===== src/rtl/serial_pattern_tx_pkg.sv =====
// Shared types and constants for the serial pattern transmitter.
// Holds the FSM state encoding and the run-detector length.
package serial_pattern_tx_pkg;

  typedef enum logic [1:0] {
    IDLE  = 2'd0,
    SHIFT = 2'd1,
    DONE  = 2'd2
  } state_e;

  localparam int RUN_LEN = 4;

endpackage


===== src/rtl/serial_pattern_tx_run_monitor.sv =====
// Run detector: keeps the last RUN_LEN frame bits and flags equal runs.
// Ports: clock, reset (async low), clear, valid, bit_i -> run_flag (registered).
module run_monitor
  import serial_pattern_tx_pkg::*;
(
  input  logic clock,
  input  logic reset,
  input  logic clear,
  input  logic valid,
  input  logic bit_i,
  output logic run_flag
);

  localparam int FW = $clog2(RUN_LEN + 1);

  logic [RUN_LEN-1:0] hist_q, hist_d;
  logic [FW-1:0]      fill_q, fill_d;
  logic               run_q, run_d;

  // clear and the first bit of a frame arrive on the same edge,
  // so the clear is applied before the new bit is pushed.
  always_comb begin
    hist_d = hist_q;
    fill_d = fill_q;
    run_d  = 1'b0;
    if (clear) begin
      hist_d = '0;
      fill_d = '0;
    end
    if (valid) begin
      hist_d = {hist_d[RUN_LEN-2:0], bit_i};
      if (fill_d != FW'(RUN_LEN))
        fill_d = fill_d + 1'b1;
      run_d = (fill_d == FW'(RUN_LEN)) &&
              ((&hist_d) || ~(|hist_d));
    end
  end

  always_ff @(posedge clock or negedge reset) begin
    if (!reset) begin
      hist_q <= '0;
      fill_q <= '0;
      run_q  <= 1'b0;
    end else begin
      hist_q <= hist_d;
      fill_q <= fill_d;
      run_q  <= run_d;
    end
  end

  assign run_flag = run_q;

endmodule


===== src/rtl/serial_pattern_tx.sv =====
// LSB-first serial frame transmitter with busy/done; optional RUN_DETECT_EN.
// Ports: clock, reset (async low), load, data -> out, busy, done [, run_flag].
module serial_pattern_tx
  import serial_pattern_tx_pkg::*;
#(
  parameter int WIDTH = 8
) (
  input  logic             clock,
  input  logic             reset,
  input  logic             load,
  input  logic [WIDTH-1:0] data,
  output logic             out,
  output logic             busy,
  output logic             done
`ifdef RUN_DETECT_EN
  ,
  output logic             run_flag
`endif
);

  localparam int CW = $clog2(WIDTH + 1);

  state_e           state_q, state_d;
  logic [WIDTH-1:0] sh_q, sh_d;
  logic [CW-1:0]    cnt_q, cnt_d;
  logic             out_q, out_d;
  logic             busy_q, busy_d;
  logic             done_q, done_d;

  // The DONE cycle is also a load sample point, so back-to-back
  // frames repeat every WIDTH+1 cycles.
  always_comb begin
    state_d = IDLE;
    sh_d    = sh_q;
    cnt_d   = '0;
    out_d   = 1'b0;
    busy_d  = 1'b0;
    done_d  = 1'b0;
    unique case (state_q)
      IDLE, DONE: begin
        if (load) begin
          state_d = SHIFT;
          sh_d    = data;
          out_d   = data[0];
          busy_d  = 1'b1;
          cnt_d   = CW'(1);
        end
      end
      SHIFT: begin
        if (cnt_q == CW'(WIDTH)) begin
          state_d = DONE;
          done_d  = 1'b1;
        end else begin
          state_d = SHIFT;
          sh_d    = sh_q >> 1;
          out_d   = sh_q[1];
          busy_d  = 1'b1;
          cnt_d   = cnt_q + 1'b1;
        end
      end
      default: begin
        state_d = IDLE;
      end
    endcase
  end

  always_ff @(posedge clock or negedge reset) begin
    if (!reset) begin
      state_q <= IDLE;
      sh_q    <= '0;
      cnt_q   <= '0;
      out_q   <= 1'b0;
      busy_q  <= 1'b0;
      done_q  <= 1'b0;
    end else begin
      state_q <= state_d;
      sh_q    <= sh_d;
      cnt_q   <= cnt_d;
      out_q   <= out_d;
      busy_q  <= busy_d;
      done_q  <= done_d;
    end
  end

  assign out  = out_q;
  assign busy = busy_q;
  assign done = done_q;

`ifdef RUN_DETECT_EN
  // busy rising marks a frame start; busy_d marks a bit driven.
  run_monitor u_run (
    .clock    (clock),
    .reset    (reset),
    .clear    (busy_d & ~busy_q),
    .valid    (busy_d),
    .bit_i    (out_d),
    .run_flag (run_flag)
  );
`endif

endmodule


===== config.mk =====
export PLATFORM = sky130hd
export DESIGN_NAME = serial_pattern_tx
export DESIGN_NICKNAME = d
export VERILOG_FILES = /design/src/rtl/serial_pattern_tx_pkg.sv /design/src/rtl/serial_pattern_tx_run_monitor.sv /design/src/rtl/serial_pattern_tx.sv
export SDC_FILE = /design/constraint.sdc
export NUM_CORES = 1
export LEC_CHECK = 0
export ABC_AREA = 1
export CAP_MARGIN = 5
export CORE_AREA = 5 5 47 49
export CTS_CLUSTER_SIZE = 25
export DETAILED_ROUTE_END_ITERATION = 6
export DIE_AREA = 0 0 52 54
export HOLD_SLACK_MARGIN = 0.05
export PLACE_DENSITY = 0.69
export SLEW_MARGIN = 15
export SYNTH_ARGS = -nofsm -noshare
export SYNTH_HDL_FRONTEND = slang
export SYNTH_SLANG_ARGS = --single-unit
export TNS_END_PERCENT = 30

===== constraint.sdc =====
create_clock -name clock -period 1.1 [get_ports clock]
set_input_delay 0.22 -clock clock [delete_from_list [all_inputs] [get_ports clock]]
set_output_delay 0.22 -clock clock [all_outputs]
set_load 0.02 [all_outputs]

**Word-level counts from Yosys, hierarchy flattened**

Index checks and enable logic that the tools add are counted.

- Bits in registers: 17
- Logic and storage cells: 33

- Add/sub/neg operators: 1
- Equality and inequality tests: 5
- Muxes and demuxes: 17
- Reduce and logical (&&, ||, !) cells: 4

Operators by type and width:

| kind | number |
|---|---|
| $mux 8 | 2 |
| $pmux 8 s2 | 1 |
| $mux 1 | 8 |
| $pmux 4 s2 | 1 |
| $add 4x1->4 const B | 1 |
| $eq 4x4->1 const B | 1 |
| $mux 4 | 1 |
| $ne 2x2->1 const B | 2 |
| $pmux 1 s2 | 2 |
| $pmux 2 s2 | 1 |
| $reduce_and 3->1 | 1 |
| $eq 2x1->1 const B | 1 |
| $eq 2x2->1 const B | 1 |
| $logic_not 2->1 | 1 |
| $mux 2 | 1 |
| $reduce_bool 2->1 | 1 |
| $reduce_or 2->1 | 1 |

**Depth between registers and ports, before layout**

Gate-level depths: netlist of the first run.

- Depth after elaboration: 4
- Gate-level depth with buffers: 7

**Least setup slack after synthesis of the first run**

Ideal clock, no wire load.

- Path kind: register -> register
- Start point: register cnt_q[0]
- End point: register sh_q[1]
- Setup time: 0.117 ns
- Arrival: 1.020 ns
- Data required time: 0.983 ns
- Slack: -0.037 ns
- Stages on the path, launching flop included: 8
- Path buffers: 1
- Period minus slack after synthesis: 1.137 ns
- Cell sequence: dfrtp_1 -> inv_1 -> ha_1 -> nand3_2 -> nand2_4 -> buf_6 -> nand3_1 -> nand2_1

- Word-level cells in the longest chain between the ends: 3

Ends and longest elaborated chain:

| what | line | text |
|---|---|---|
| start, declared | serial_pattern_tx.sv:25 | `logic [CW-1:0] cnt_q, cnt_d;` |
| start signal, assigned | serial_pattern_tx.sv:78 | `cnt_q <= cnt_d;` |
| $eq 4x4->1 | serial_pattern_tx.sv:50 | `if (cnt_q == CW'(WIDTH)) begin` |
| $ne 2x2->1 (no line) | -- |  |
| $reduce_and 3->1 (no line) | -- |  |
| end signal, assigned | serial_pattern_tx.sv:70 | `sh_q <= '0;` |
| end signal, assigned | serial_pattern_tx.sv:77 | `sh_q <= sh_d;` |
| end, declared | serial_pattern_tx.sv:24 | `logic [WIDTH-1:0] sh_q, sh_d;` |

No other way between the ends.
A chain may end at the register's enable or synchronous reset.

**Worst setup path in the final report of the first run**

- Start point: register state_q[0]
- End point: register sh_q[2]

- Word-level cells in the longest chain between the ends: 4

Ends and longest elaborated chain:

| what | line | text |
|---|---|---|
| start, declared | serial_pattern_tx.sv:23 | `state_e state_q, state_d;` |
| start signal, assigned | serial_pattern_tx.sv:76 | `state_q <= state_d;` |
| $eq 2x2->1 or $logic_not 2->1 (tied branches) | serial_pattern_tx.sv:39 | `unique case (state_q)` |
| $reduce_or 2->1 | serial_pattern_tx.sv:39 |  |
| $ne 2x2->1 (no line) or $reduce_bool 2->1 (tied branches) | -- |  |
| $reduce_and 3->1 (no line) | -- |  |

Several ways; a longest one is shown, not always the timed one.

==> impl_metrics.py, run 1 <==
metrics = {
    "status": {
        "outcome": "finished with violations",
        "violations": "setup timing",
    },
    "route": {
        "drt_iter0_drc": 12,
        "ant_nets": 0,
        "drc_errors": 0,
        "routedWlPerCell_um": 10.9,
        "vias": 583,
        "wl_um": 1490,
        "firstDrtPassIters": 3,
        "routed_via_density": 4.29,
    },
    "clock_network": {
        "numCtsBuffers": 3,
        "cts-root-buf": "clkbuf_4",
        "htreeDepth": 1,
        "clk-insertion-delay-late_ps": 280,
        "hold_buffers": 0,
        "cts.sinks": 15,
        "cts_buffer_depth": 2,
        "clkTransAtPathRegs_ps": 100,
        "cts_tree": "done",
    },
    "timing": {
        "setup_slack_ps": -66.8,
        "period_needed_ps": 1170,
        "slew_violations": 0,
        "fin_skew_ps": 6.66,
        "setup-tns-final_ps": -384,
        "hold_slack_ps": 235,
        "slew_headroom": 0.861,
        "finalCritPeriodShare": 1.06,
        "rsz0062_at_grt": "yes",
        "clock.fmax_mhz": 857,
        "hold_viol": 0,
        "setup_viol": 9,
        "worst_pin_slew_ps": 209,
    },
    "finish": {
        "antennaDiodeCount": 0,
        "final_cells": 136,
        "final_core_util": 0.571,
        "area_growth_pct": 44.4,
        "drive_gt1_frac": 0.321,
        "fillers": 176,
        "final_cell_area_mm2": 0.00104,
        "nNetsFinal": 123,
    },
    "critical_path": {
        "cp_common_cell": "buf_6",
        "critPathMaxStageDelay_ps": 380,
        "critical_path_required_ps": 1280,
        "cp-start-kind": "register",
        "crit_arrival_ps": 1340,
        "crit_path_cell_trace": "buf_6, inv_6, nor2_8, nand2_8, buf_6, nand3_1, nand2_1",
        "crit_fanout": 7,
        "worstSetupPathType": "register to register",
        "slowest_stage": "dfrtp_2",
        "cp-end-kind": "register",
    },
    "yosys": {
        "yosysSeqAreaShare": 0.521,
        "yosysMostFrequentCell": "nand2_1",
        "ys.flop_type": "dfrtp_1",
        "ys_top_cells_by_count": "nand2_1 (34), dfrtp_1 (15), nand3_1 (9)",
        "synth_nets": 95,
        "ys_async_sr_fraction": 1.00,
        "yosysTopAreaCell": "dfrtp_1",
        "ys_types": 16,
        "synthTopCellsByArea": "dfrtp_1 (52%), nand2_1 (18%), nand3_1 (6.3%)",
        "synth_edf_count": 0,
        "yosys_warnings": 0,
        "ys_ff_latch": 15,
        "synth_cells": 82,
        "syn_area_um2": 721,
        "synth_top_area_share": 0.521,
        "syn_area_per_cell_um2": 8.79,
    },
    "die": {
        "die_h_um": 54,
        "boundaryPins": 14,
        "row_count": 16,
        "dieWidth_um": 52,
        "dieArea_mm2": 0.00281,
        "core_area_mm2": 0.00182,
        "initial_core_util": 0.396,
    },
    "placed_design": {
        "port-buffer-count": 13,
        "dp.cells": 130,
        "placed_area_um2": 952,
        "gp_congestion": 0.790,
        "pre_cts_slack_ps": -102,
        "dp_hpwl_um": 1060,
    },
    "pwr": {
        "design_power_total_mw": 2.57,
        "p_leak_nw": 0.541,
        "peakVddDrop_mv": 1.10,
        "p_per_area_mw_per_mm2": 2460,
    },
    "global_route": {
        "grt_max_degree": 16,
        "grt_pass1_vias": 539,
        "antenna_found_initial": 0,
        "track_usage": 0.119,
        "grt_pass1_wl_um": 2370,
        "grt_overflow": 0,
    },
    "job": {
        "max-cap-violations": 0,
    },
    "min_path": {
        "hp-class": "primary input to asynchronous set/reset pin",
    },
}
-- where the power goes --
| part | switching (mW) | leakage, nW | internal [mW] | total, mW |
|---|---|---|---|---|
| logic | 0.755 | 0.331 | 0.627 | 1.38 |
| clock network | 0.182 | 0.0177 | 0.135 | 0.317 |
| registers | 0.114 | 0.192 | 0.752 | 0.866 |
-- logic make-up after synthesis --
| family | count (synthesis) | share of synthesized area |
|---|---|---|
| XOR/XNOR | 2 | 0.0243 |
| flip-flops | 15 | 0.521 |
| adder cells (fa/ha/maj) | 2 | 0.0347 |
| AO/OA/AOI/OAI | 1 | 0.0122 |
| buffers and inverters | 8 | 0.0521 |
| AND/OR/NAND/NOR | 54 | 0.356 |
-- area by class of cell --
class                      instances  area, um2  area share
inverter                           7       31.3      0.0300
clock inverter                     1       5.00     0.00481
sequential                        15        377       0.362
tap                               27       33.8      0.0325
multi-input combinational         59        363       0.349
timing repair buffer              24        209       0.201
clock buffer                       3       22.5      0.0216
-- sequential cells by signal (all words and copies together), names as in the netlist --
name / count
out: 1
cnt_q: 4
done: 1
state_q: 2
sh_q: 7
-- routing by layer --
metal / vias up / wire [um] / GRT usage / part of all wire
met5: - / 0 / 0 / 0
met4: 0 / 18 / 0.0786 / 0.012
met3: 2 / 33 / 0.0249 / 0.022
met2: 6 / 785 / 0.184 / 0.53
met1: 270 / 649 / 0.149 / 0.44
li1: 305 / - / - / -
-- critical path, delay by kind of cell (launching register included) --
| family | cells | cell delay [ps] |
|---|---|---|
| AND/OR/NAND/NOR | 4 | 390 |
| flip-flops | 1 | 380 |
| buffers and inverters | 3 | 290 |
-- path summary, 6_finish.rpt --
check                                 from  depth (start not counted)  slack [ps]    endpoint
worst max-delay path            state_q[0]                          7         -70     sh_q[2]
worst min-delay path                 reset                          2         230     sh_q[7]
worst max register to register  state_q[0]                          7         -70     sh_q[2]
worst min register to register     sh_q[1]                          2         510         out
max in group asynchronous            reset                          2         680  state_q[0]
min in group clock                 data[0]                          3         470         out
-- repair_timing --
item	CTS	global route
setup endpoints to repair	10	13
setup buffers	0	2
cloned	0	0
gates resized for setup	12	14
pin swaps	0	8
-- cells in the final DEF, fill, tap and decap left out, drive strengths merged --
cell type      synthesis  layout
clkdlybuf4s50          0      10
ha                     2       2
inv                    7       7
clkinv                 0       1
clkbuf                 0       3
nor2                   6       6
o21ai                  1       1
buf                    1      14
nand2                 38      38
nand3                 10      10
xnor2                  1       1
xor2                   1       1
dfrtp                 15      15
Note: power is estimated with default switching activity, not from simulation.
==> inputs of run 2 (changes only) <==
--- a/config.mk
+++ b/config.mk
@@ -12,7 +12,7 @@
 export DETAILED_ROUTE_END_ITERATION = 6
 export DIE_AREA = 0 0 52 54
 export HOLD_SLACK_MARGIN = 0.05
-export PLACE_DENSITY = 0.69
+export PLACE_DENSITY_LB_ADDON = 0.15
 export SLEW_MARGIN = 15
 export SYNTH_ARGS = -nofsm -noshare
 export SYNTH_HDL_FRONTEND = slang
==> constraint.sdc (replaced) <==
create_clock -name clock -period 1 [get_ports clock]
set_input_delay 0.2 -clock clock [delete_from_list [all_inputs] [get_ports clock]]
set_output_delay 0.2 -clock clock [all_outputs]
set_load 0.02 [all_outputs]
==> run 2 against run 1 <==
  * The flow still finishes with violations (setup timing)
  * Register-to-register slack got worse by 60 ps
  * Global-route usage up 0.64 points
  * Sequential power up 9.1%
  * Sequential cell count unchanged
  * Sequential share of layout area down 0.39 points
  * Non-clock buffer count rose by 1
  * Via count rose by 3.1%
  * Utilization up 0.62 points
  * Total power rose by 9.3%
  * Final area up 1.1%
  * Largest cell class unchanged
==> impl_metrics.py, run 2 (synthesized netlist as in run 1, its figures left out) <==
metrics = {
    "placed_design": {
        "dp_hpwl_um": 1020,
        "gp_congestion": 0.759,
        "port-buffer-count": 13,
    },
    "global_route": {
        "grt_max_degree": 16,
        "antenna_found_initial": 0,
        "grt_pass1_wl_um": 2550,
        "grt_overflow": 0,
        "grt_pass1_vias": 635,
        "track_usage": 0.125,
    },
    "clock_network": {
        "cts_buffer_depth": 2,
        "cts_tree": "done",
        "hold_buffers": 0,
        "htreeDepth": 1,
        "clkTransAtPathRegs_ps": 80,
        "cts.sinks": 15,
        "clk-insertion-delay-late_ps": 280,
        "cts-root-buf": "clkbuf_4",
        "numCtsBuffers": 3,
    },
    "pwr": {
        "p_int_mw": 1.73,
        "netSwitchingFraction": 0.385,
        "p_sw_mw": 1.08,
        "peakVddDrop_mv": 1.05,
        "pwr-share-comb": 0.543,
        "p_leak_nw": 0.551,
        "seqPwrFrac": 0.337,
        "p_per_area_mw_per_mm2": 2660,
        "pwr-share-clk": 0.120,
        "design_power_total_mw": 2.80,
    },
    "finish": {
        "final_cell_mix": "nand2_1 (32), dfrtp_1 (14), clkdlybuf4s50_1 (10)",
        "largest_reg_flops": 7,
        "top_regs": "sh_q (7), cnt_q (4), state_q (2)",
        "nNetsFinal": 124,
        "area_growth_pct": 46.0,
        "antennaDiodeCount": 0,
        "drive_gt1_frac": 0.309,
        "top_register": "sh_q",
        "final_common_cell": "nand2_1",
    },
    "route": {
        "drt_iter0_drc": 1,
        "drc_errors": 0,
        "vias": 601,
        "routed_via_density": 4.39,
        "wl_um": 1400,
        "firstDrtPassIters": 3,
        "routedWlPerCell_um": 10.2,
        "ant_nets": 0,
    },
    "critical_path": {
        "cp-end-kind": "register",
        "cp-start-kind": "register",
        "critical_path_required_ps": 1170,
        "worstSetupPathType": "register to register",
        "crit_arrival_ps": 1300,
        "crit_fanout": 6,
    },
    "timing": {
        "setup_viol": 12,
        "slew_headroom": 0.854,
        "worst_pin_slew_ps": 218,
        "setup-tns-final_ps": -1190,
        "hold_viol": 0,
        "clock.fmax_mhz": 887,
        "period_needed_ps": 1130,
        "finalCritPeriodShare": 1.13,
        "slew_violations": 0,
        "fin_skew_ps": 1.87,
        "setup_slack_ps": -128,
        "rsz0062_at_grt": "yes",
    },
    "die": {
        "core_area_mm2": 0.00182,
        "boundaryPins": 14,
        "die_h_um": 54,
        "row_count": 16,
        "initial_core_util": 0.396,
        "dieWidth_um": 52,
        "dieArea_mm2": 0.00281,
    },
    "status": {
        "violations": "setup timing",
        "outcome": "finished with violations",
    },
    "job": {
        "max-cap-violations": 0,
    },
    "min_path": {
        "hp-class": "primary input to asynchronous set/reset pin",
    },
}
[run 2: final cells by class]
cell class              instances  area [um2]
inverters                       7        31.3
multi-input cells              59         338
clock buffers                   4        26.3
well taps                      27        33.8
flip-flops and latches         15         377
repair buffers                 25         246
fillers                       183         769
[run 2: power by group through the flow]
stage	Combinational, mW	Sequential, mW	Clock (mW)
after detailed placement	1.36	0.954	0
after CTS	1.51	0.947	0.347
after global routing	1.71	0.979	0.366
final	1.52	0.945	0.336
after floorplan	0.794	1.01	0
after global placement	1.35	0.947	0
[run 2: worst paths after layout]
check                            from    endpoint  slack (ps)  cells past startpoint
hold reg to reg               sh_q[2]     sh_q[2]         510                      2
setup reg to reg           state_q[0]     sh_q[6]        -130                      7
min in group clock            data[7]     sh_q[7]         450                      3
max in group asynchronous       reset  state_q[0]         630                      2
setup / recovery           state_q[0]     sh_q[6]        -130                      7
hold / removal                  reset     sh_q[6]         240                      2
[run 2: routing by layer]
layer  routed length (um)  track usage
met1                  548        0.130
met2                  785        0.236
met3                   41       0.0249
met4                   21       0.0655
met5                    0            0
[run 2: worst max-delay path, stage by stage, from the launching register on]
cell,delay (ps)
dfrtp_2,390
buf_6,120
inv_6,40
nor2_8,130
nand2_4,90
buf_4,140
nand3_1,70
nand2_1,50
[run 2: timing repair]
action	4_1_cts	5_1_grt
pin swaps	4	4
hold endpoints to repair	0	0
gates resized for setup	20	5
buffers inserted	1	0
endpoints found under the setup margin	17	17
[run 2: stage by stage]
stage | cells | cell area, um2 | hold slack [ps] | worst slack [ps] | utilization
6_report | 137 | 1050 | 242 | -128 | 0.578
5_1_grt | 137 | 1050 | 257 | -197 | 0.578
4_1_cts | 137 | 1040 | 246 | -143 | 0.570
3_5_place_dp | 132 | 980 | 499 | -201 | 0.538
3_3_place_gp | 132 | 980 | 497 | -197 | 0.538
2_1_floorplan | 82 | 732 | -95.6 | -88.5 | -
